==> config.mk <==
export PLATFORM = sky130hd
export DESIGN_NAME = keypad_scan_ctrl
export DESIGN_NICKNAME = d
export VERILOG_FILES = /design/src/rtl/keypad_scan_ctrl.sv
export SDC_FILE = /design/constraint.sdc
export NUM_CORES = 1
export LEC_CHECK = 0
export BUFFER_PORTS_ARGS = -buffer_cell sky130_fd_sc_hd__buf_2
export CAP_MARGIN = 20
export CORE_MARGIN = 2
export CORE_UTILIZATION = 35
export CTS_BUF_LIST = sky130_fd_sc_hd__clkbuf_2
export DETAILED_ROUTE_END_ITERATION = 10
export REMOVE_ABC_BUFFERS = 1
export SYNTH_ARGS = -nofsm -noshare
export SYNTH_HDL_FRONTEND = slang
export SYNTH_SLANG_ARGS = --single-unit
==> constraint.sdc <==
create_clock -name clk -period 2.3 [get_ports clk]
set_clock_uncertainty 0.05 [all_clocks]
set_input_delay 0.115 -clock clk [delete_from_list [all_inputs] [get_ports clk]]
set_output_delay 0.115 -clock clk [all_outputs]
set_load 0.1 [all_outputs]
==> src/rtl/keypad_scan_ctrl.sv <==
// 4x4 matrix keypad sequencer: strobes columns, debounces press and release of
// one key, and publishes the accepted key plus the last two digits.
module keypad_scan_ctrl #(
    parameter int SCAN_DIV        = 4096,
    parameter int DEBOUNCE_CYCLES = 50000
) (
    input  logic       clk,
    input  logic       reset,
    input  logic [3:0] rows,
    output logic [3:0] cols,
    output logic [7:0] keypad_val,
    output logic       button_on,
    output logic       new_key,
    output logic [3:0] key_code,
    output logic [3:0] digit_new,
    output logic [3:0] digit_old
);

    localparam int DW = $clog2(SCAN_DIV);
    localparam int CW = $clog2(DEBOUNCE_CYCLES);
    localparam logic [DW-1:0] DWELL_LAST = DW'(SCAN_DIV - 1);
    localparam logic [CW-1:0] CNT_LAST   = CW'(DEBOUNCE_CYCLES - 1);

    typedef enum logic [1:0] {
        ST_SCAN     = 2'd0,
        ST_DEBOUNCE = 2'd1,
        ST_HELD     = 2'd2,
        ST_RELEASE  = 2'd3
    } state_t;

    state_t        state_q, state_d;
    logic [3:0]    sync1_q, sync2_q;
    logic [1:0]    col_idx_q, col_idx_d;
    logic [DW-1:0] dwell_q, dwell_d;
    logic [CW-1:0] cnt_q, cnt_d;
    logic [3:0]    cap_row_q, cap_row_d;
    logic [7:0]    keypad_val_q, keypad_val_d;
    logic          new_key_q, new_key_d;
    logic [3:0]    key_code_q, key_code_d;
    logic [3:0]    digit_new_q, digit_new_d;
    logic [3:0]    digit_old_q, digit_old_d;

    logic [3:0] rl;
    logic [3:0] col_oh;
    logic       rl_onehot;
    logic [3:0] code;

    function automatic logic [3:0] decode_key(input logic [3:0] row_oh, input logic [1:0] col);
        logic [1:0] r;
        logic [3:0] k;
        r = 2'd0;
        if (row_oh[1]) r = 2'd1;
        if (row_oh[2]) r = 2'd2;
        if (row_oh[3]) r = 2'd3;
        case ({r, col})
            4'h0: k = 4'h1;  4'h1: k = 4'h2;  4'h2: k = 4'h3;  4'h3: k = 4'hA;
            4'h4: k = 4'h4;  4'h5: k = 4'h5;  4'h6: k = 4'h6;  4'h7: k = 4'hB;
            4'h8: k = 4'h7;  4'h9: k = 4'h8;  4'hA: k = 4'h9;  4'hB: k = 4'hC;
            4'hC: k = 4'hE;  4'hD: k = 4'h0;  4'hE: k = 4'hF;  default: k = 4'hD;
        endcase
        return k;
    endfunction

    always_ff @(posedge clk or negedge reset) begin
        if (!reset) begin
            state_q      <= ST_SCAN;
            sync1_q      <= 4'b1111;
            sync2_q      <= 4'b1111;
            col_idx_q    <= 2'd0;
            dwell_q      <= '0;
            cnt_q        <= '0;
            cap_row_q    <= 4'd0;
            keypad_val_q <= 8'd0;
            new_key_q    <= 1'b0;
            key_code_q   <= 4'd0;
            digit_new_q  <= 4'd0;
            digit_old_q  <= 4'd0;
        end else begin
            state_q      <= state_d;
            sync1_q      <= rows;
            sync2_q      <= sync1_q;
            col_idx_q    <= col_idx_d;
            dwell_q      <= dwell_d;
            cnt_q        <= cnt_d;
            cap_row_q    <= cap_row_d;
            keypad_val_q <= keypad_val_d;
            new_key_q    <= new_key_d;
            key_code_q   <= key_code_d;
            digit_new_q  <= digit_new_d;
            digit_old_q  <= digit_old_d;
        end
    end

    assign rl        = ~sync2_q;
    assign col_oh    = 4'b0001 << col_idx_q;
    assign rl_onehot = (rl != 4'd0) && ((rl & (rl - 4'd1)) == 4'd0);
    assign code      = decode_key(cap_row_q, col_idx_q);

    always_comb begin
        state_d      = state_q;
        col_idx_d    = col_idx_q;
        dwell_d      = dwell_q;
        cnt_d        = cnt_q;
        cap_row_d    = cap_row_q;
        keypad_val_d = keypad_val_q;
        new_key_d    = 1'b0;
        key_code_d   = key_code_q;
        digit_new_d  = digit_new_q;
        digit_old_d  = digit_old_q;

        case (state_q)
            ST_SCAN: begin
                if (dwell_q == DWELL_LAST) begin
                    dwell_d = '0;
                    // Two keys in one column cannot be resolved, so skip the column.
                    if (rl_onehot) begin
                        cap_row_d = rl;
                        cnt_d     = '0;
                        state_d   = ST_DEBOUNCE;
                    end else begin
                        col_idx_d = col_idx_q + 2'd1;
                    end
                end else begin
                    dwell_d = dwell_q + 1'b1;
                end
            end
            ST_DEBOUNCE: begin
                if (rl != cap_row_q) begin
                    state_d = ST_SCAN;
                    dwell_d = '0;
                end else if (cnt_q == CNT_LAST) begin
                    state_d      = ST_HELD;
                    new_key_d    = 1'b1;
                    keypad_val_d = {cap_row_q, col_oh};
                    key_code_d   = code;
                    digit_old_d  = digit_new_q;
                    digit_new_d  = code;
                end else begin
                    cnt_d = cnt_q + 1'b1;
                end
            end
            ST_HELD: begin
                if (rl == 4'd0) begin
                    state_d = ST_RELEASE;
                    cnt_d   = '0;
                end
            end
            ST_RELEASE: begin
                if (rl != 4'd0) begin
                    state_d = ST_HELD;
                end else if (cnt_q == CNT_LAST) begin
                    state_d      = ST_SCAN;
                    keypad_val_d = 8'd0;
                    col_idx_d    = col_idx_q + 2'd1;
                    dwell_d      = '0;
                end else begin
                    cnt_d = cnt_q + 1'b1;
                end
            end
            default: begin
                state_d = ST_SCAN;
                dwell_d = '0;
            end
        endcase
    end

    assign cols       = ~col_oh;
    assign keypad_val = keypad_val_q;
    assign button_on  = (state_q == ST_HELD) || (state_q == ST_RELEASE);
    assign new_key    = new_key_q;
    assign key_code   = key_code_q;
    assign digit_new  = digit_new_q;
    assign digit_old  = digit_old_q;

endmodule

==> results of run 1 <==
-- Yosys cell counts, types with 3 or more instances --
cell       n
a21oi_1    7
a22o_1     9
a31oi_1    7
buf_2      4
buf_4      4
clkbuf_1   9
dfrtp_1   53
dfstp_2    8
ha_1       8
inv_1     16
mux2_2     8
mux2i_1   11
nand2_1   29
nand2b_1   8
nand3_1   12
nand3b_1   5
nand4_1    9
nand4b_1   3
nor2_1    12
nor3_1     8
nor3b_1    3
nor4_1     7
o211ai_1   3
o21ai_0   18
o221ai_1   3
o31ai_1   10
o31ai_2    4
or2_2      3
or4_1      3
xnor2_1    3
xor2_1     4
-- worst max-delay path, delay by kind of cell (launching register included) --
family        cells  cell delay [ps]
buf+inv           1              170
flops             1              420
mux               1              300
simple gates      3             1230
-- metal layers --
| metal | GRT usage | wire [um] | vias to the layer above |
|---|---|---|---|
| li1 | - | - | 1349 |
| met1 | 0.218 | 3830 | 1352 |
| met2 | 0.244 | 3490 | 59 |
| met3 | 0.0393 | 238 | 11 |
| met4 | 0.0561 | 116 | 0 |
| met5 | 0 | 0 | - |
-- sequential cells by signal, summed over array words and instances (netlist names) --
register,cells
cnt_q,16
new_key,1
sync2_q,4
sync1_q,4
cap_row_q,4
state_q,2
digit_new,4
keypad_val,8
col_idx_q,2
dwell_q,12
digit_old,4
-- stage by stage --
step | TNS [ps] | cell area, um2 | power (W) | setup slack, ps | hold WS, ps
after detailed placement | -9.18 | 3830 | 0.00116 | -7.47 | 94.6
after floorplan | -5620 | 3190 | 0.00112 | -393 | -231
after global routing | -57.7 | 4130 | 0.00200 | -14.8 | 84.8
after CTS | 0 | 4020 | 0.00195 | 16.2 | 38.2
final | 0 | 4130 | 0.00193 | 55.0 | 78.3
after global placement | 0 | 3830 | 0.00116 | 27.5 | 95.5
-- area by class of cell --
class,count,area share
inverters,16,0.0145
flip-flops and latches,61,0.373
well taps,111,0.0336
clock inverters,7,0.0215
repair buffers,82,0.144
multi-input cells,228,0.402
clock buffers,9,0.0109
-- timing repair --
action	CTS	global route
endpoints found under the hold margin	59	0
resized for setup	0	16
endpoints found under the setup margin	4	29
cloned	1	0
setup buffers	0	6
hold buffers	5	0
pin swaps	2	3
-- power groups by stage --
stage          Clock (W)  Combinational, W  Sequential, W
4_1_cts         0.000806         0.0000531        0.00110
3_3_place_gp           0         0.0000459        0.00111
5_1_grt         0.000840         0.0000653        0.00110
2_1_floorplan          0        0.00000948        0.00111
6_report        0.000777         0.0000574        0.00109
3_5_place_dp           0         0.0000462        0.00111
-- cells by family after synthesis --
kind of cell               count (synthesis)  share of synthesized area
buffers and inverters                     37                     0.0533
xor gates and xnor gates                   7                     0.0185
adders and majority gates                  8                     0.0302
muxes                                     19                     0.0605
and+or+nand+nor                          117                      0.206
AOI/OAI and AO/OA                         76                      0.167
DFF                                       61                      0.464
-- path summary, 6_finish.rpt --
kind	end	start	slack, ps	cells past startpoint
hold reg to reg	sync2_q[1]	sync1_q[1]	320	0
max in group asynchronous	sync2_q[1]	reset	1450	3
hold / removal	cnt_q[2]	reset	80	2
setup reg to reg	digit_new[2]	cnt_q[11]	50	5
setup / recovery	digit_new[2]	cnt_q[11]	50	5
min in group clk	sync1_q[3]	rows[3]	200	2
==> impl_metrics.env, run 1 <==
export IMPL_antenna_found_initial=0
export IMPL_cp_start_kind="flop"
export IMPL_maxCapViolCount=0
export IMPL_required_ps=2660
export IMPL_synth_main_ff_cell="dfrtp_1"
export IMPL_start_util=0.360
export IMPL_insertion_delay_ps=510
export IMPL_rsz0062_at_grt="yes"
export IMPL_grt_ovfl_total=0
export IMPL_synth_area_leaders="dfrtp_1, dfstp_2, mux2i_1, nand2_1, ha_1"
export IMPL_yosysTopAreaCellShare=0.401
export IMPL_synth_edf_count=0
export IMPL_clkPwrFrac=0.403
export IMPL_stdcell_count=514
export IMPL_critical_path_max_fanout=6
export IMPL_clock_sinks=61
export IMPL_nNetsFinal=412
export IMPL_nFillCells=890
export IMPL_internal_power_w=0.00147
export IMPL_die_area_um2=10300
export IMPL_p_leak_nw=1.87
export IMPL_drive_gt1_frac=0.328
export IMPL_first_global_vias=2716
export IMPL_vias=2771
export IMPL_layout_commonest_cell="dfrtp_1"
export IMPL_rows=35
export IMPL_cts_inserted_buffers=9
export IMPL_max_freq_mhz=445
export IMPL_io_pins=32
export IMPL_clock_root_buffer="clkbuf_2"
export IMPL_drc=0
export IMPL_grt_max_degree=40
export IMPL_final_cell_mix="dfrtp_1, buf_4, buf_2"
export IMPL_grt_usage=0.159
export IMPL_crit_chain="or4b_4, or4_4, nor3_4, buf_6, mux2_4"
export IMPL_cts_buffer_depth=2
export IMPL_htreeDepth=3
export IMPL_wire_per_inst_um=14.9
export IMPL_p_switching_w=0.000463
export IMPL_ys_seq_elements=61
export IMPL_syn_avg_cell_area_um2=10.2
export IMPL_multi_input_area_um2=1660
export IMPL_hold_viol_final=0
export IMPL_drt_vias_per_instance=5.39
export IMPL_yosysWarningCount=0
export IMPL_cp_slowest_stage_delay_ps=550
export IMPL_pwr_share_seq=0.568
export IMPL_status="finished clean"
export IMPL_period_needed_ps=2250
export IMPL_portBuffers=31
export IMPL_powerDensity_nw_per_um2=467
export IMPL_routabilityCongestion=0.811
export IMPL_slew_headroom=0.622
export IMPL_core_um2=9200
export IMPL_routed_wl_mm=7.67
export IMPL_ir_drop_mv=0.276
export IMPL_dr_pass1_iters=4
export IMPL_fp_dieH_um=101
export IMPL_hold_path_class="input port to asynchronous set/reset pin"
export IMPL_diodes=0
export IMPL_finalCritPeriodShare=0.976
export IMPL_tightest_slew_ps=567
export IMPL_yosys_cell_types_count=56
export IMPL_dp_cells=486
export IMPL_p_comb_frac=0.030
export IMPL_setup_viol=0
export IMPL_syn_area_um2=3310
export IMPL_clk_pin_slew_ps=190
export IMPL_path_class="flop to flop"
export IMPL_hpwl_mm=5.29
export IMPL_area_growth_pct=24.7
export IMPL_drv_slew=0
export IMPL_grt_pass1_wl_mm=12.8
export IMPL_yosysSeqAreaShare=0.464
export IMPL_synthArstFlopShare=1.00
export IMPL_synthCells=325
export IMPL_critPathArrivalTime_ps=2600
export IMPL_seqCellArea_um2=1540
export IMPL_initialDrtViolationCount=111
export IMPL_utilization=0.449
export IMPL_p_sw_frac=0.240
export IMPL_cp_slowest_cell="or4b_4"
export IMPL_cts_tree="done"
export IMPL_yosysTopAreaCell="dfrtp_1"
export IMPL_endpoint_kind="flop"
export IMPL_die_w_um=101
export IMPL_ant_nets=0
Note: power is estimated with default switching activity, not from simulation.
==> run 2, diff against run 1 <==
--- a/config.mk
+++ b/config.mk
@@ -5,6 +5,7 @@
 export SDC_FILE = /design/constraint.sdc
 export NUM_CORES = 1
 export LEC_CHECK = 0
+export ABC_AREA = 1
 export BUFFER_PORTS_ARGS = -buffer_cell sky130_fd_sc_hd__buf_2
 export CAP_MARGIN = 20
 export CORE_MARGIN = 2
@@ -15,3 +16,4 @@
 export SYNTH_ARGS = -nofsm -noshare
 export SYNTH_HDL_FRONTEND = slang
 export SYNTH_SLANG_ARGS = --single-unit
+export TNS_END_PERCENT = 1
==> impl_metrics.env, run 2 <==
export IMPL_rrSetupSlack_ps=420
export IMPL_slew_headroom=0.540
export IMPL_critical_path_max_fanout=8
export IMPL_final_cell_mix="nand2_1, nor2_1, dfrtp_1"
export IMPL_cp_startpoint="col_idx_q[0]"
export IMPL_portBuffers=31
export IMPL_reg2reg_depth=10
export IMPL_htreeDepth=3
export IMPL_tightest_slew_ps=690
export IMPL_clock_root_buffer="clkbuf_2"
export IMPL_drt_vias_per_instance=4.71
export IMPL_r2r_end="dwell_q[0]"
export IMPL_required_ps=2130
export IMPL_ir_drop_mv=0.314
export IMPL_placed_cell_area_um2=3930
export IMPL_grt_ovfl_total=0
export IMPL_vias=3154
export IMPL_hold_path_class="input port to asynchronous set/reset pin"
export IMPL_yosys_cell_types_count=34
export IMPL_yosysTopAreaCell="dfrtp_1"
export IMPL_synth_area_leaders="dfrtp_1, nand2_1, nor2_1, dfstp_2, inv_1"
export IMPL_clk_pin_slew_ps=210
export IMPL_status="finished clean"
export IMPL_die_area_um2=11300
export IMPL_layout_commonest_cell="nand2_1"
export IMPL_power_w=0.00204
export IMPL_finalCritPeriodShare=0.907
export IMPL_cts_setup_buffers=0
export IMPL_routed_wl_mm=7.78
export IMPL_cts_buffer_depth=2
export IMPL_yosysWarningCount=0
export IMPL_insertion_delay_ps=510
export IMPL_syn_avg_cell_area_um2=7.47
export IMPL_regMostFlops="cnt_q"
export IMPL_hpwl_mm=5.57
export IMPL_nFillCells=1087
export IMPL_maxCapViolCount=0
export IMPL_grt_max_degree=35
export IMPL_clock_sinks=61
export IMPL_setup_viol=0
export IMPL_fp_dieH_um=106
export IMPL_core_um2=10300
export IMPL_synth_main_ff_cell="dfrtp_1"
export IMPL_cp_start_kind="flop"
export IMPL_synthArstFlopShare=1.00
export IMPL_antenna_found_initial=0
export IMPL_largest_reg_flops=16
export IMPL_synth_edf_count=0
export IMPL_area_growth_pct=12.7
export IMPL_endpoint_kind="output port"
export IMPL_diodes=0
export IMPL_max_freq_mhz=479
export IMPL_first_global_vias=3055
export IMPL_syn_area_um2=3670
export IMPL_rows=37
export IMPL_synthMostInstantiatedCell="nand2_1"
export IMPL_start_util=0.358
export IMPL_cts_tree="done"
export IMPL_utilization=0.403
export IMPL_p_leak_nw=2.08
export IMPL_r2r_start="cnt_q[1]"
export IMPL_final_area_um2=4140
export IMPL_drive_gt1_frac=0.195
export IMPL_yosysSeqAreaShare=0.418
export IMPL_path_class="flop to output port"
export IMPL_grt_usage=0.151
export IMPL_initialDrtViolationCount=156
export IMPL_cts_inserted_buffers=9
export IMPL_ant_nets=0
export IMPL_ys_seq_elements=61
export IMPL_synth_common_cells="nand2_1, nor2_1, dfrtp_1"
export IMPL_nNetsFinal=543
export IMPL_dr_pass1_iters=5
export IMPL_drc=0
export IMPL_grt_pass1_wl_mm=13.9
export IMPL_endpoint="cols[0]"
export IMPL_rsz0062_at_grt="no"
export IMPL_period_needed_ps=2090
export IMPL_synthCells=492
export IMPL_setup_tns_final_ps=0
export IMPL_io_pins=32
export IMPL_routabilityCongestion=0.947
export IMPL_drv_slew=0
export IMPL_hold_viol_final=0
export IMPL_wire_per_inst_um=11.6
export IMPL_powerDensity_nw_per_um2=492
export IMPL_yosysTopAreaCellShare=0.361
export IMPL_die_w_um=106
export IMPL_critPathArrivalTime_ps=1920
## run 2: area by class of cell
type	count	area (um2)	area share
clock buffer	9	45.0	0.0109
clock inverter	7	114	0.0275
inverter	53	199	0.0480
multi-input combinational	364	1830	0.442
sequential	61	1540	0.371
tap	136	170	0.0411
timing repair buffer	40	248	0.0598
## run 2: worst min path at each step
stage	endpoint	cells after the start	from
4_1_cts	new_key	2	reset
3_5_place_dp	dwell_q[10]	1	reset
3_3_place_gp	dwell_q[7]	1	reset
2_1_floorplan	cap_row_q[0]	0	reset
5_1_grt	new_key	2	reset
6_report	new_key	2	reset
## run 2: per-stage QoR
step	std cells	setup slack, ps	hold slack, ps
2_1_floorplan	478	305	-231
3_3_place_gp	649	513	138
3_5_place_dp	649	444	150
4_1_cts	670	163	74.8
5_1_grt	670	70.1	89.0
6_report	670	213	104
## run 2: cells by family (layout without fill, tap and decap cells)
kind of cell / count (synthesis) / in the layout / share of synthesized area
AND/OR/NAND/NOR: 289 / 289 / 0.357
buffers and inverters: 67 / 109 / 0.0841
flip-flops: 61 / 61 / 0.418
AO/OA/AOI/OAI: 57 / 57 / 0.0895
XOR/XNOR: 10 / 10 / 0.0238
adder cells (fa/ha/maj): 8 / 8 / 0.0272
## run 2: worst max-delay path, cell delays in order, from the launching register on
cell	delay, ps
dfrtp_1	540
inv_1	140
ha_1	220
inv_1	90
buf_2	430
## run 2: routing by layer
layer / vias to the layer above / share of wire / track usage
met2: 59 / 0.46 / 0.238
met3: 7 / 0.039 / 0.0392
met1: 1470 / 0.49 / 0.198
met4: 0 / 0.012 / 0.0622
li1: 1618 / - / -
met5: - / 0 / 0
## run 2: report_power, final
| group | internal [W] | total [W] | switching, W |
|---|---|---|---|
| combinational | 0.0000202 | 0.0000593 | 0.0000391 |
| clock | 0.000462 | 0.000886 | 0.000423 |
| sequential | 0.00109 | 0.00109 | 0.00000614 |
## run 2: what timing repair did
action,in CTS,in global routing
hold buffers,5,0
endpoints found under the hold margin,31,0
gates resized for setup,0,0
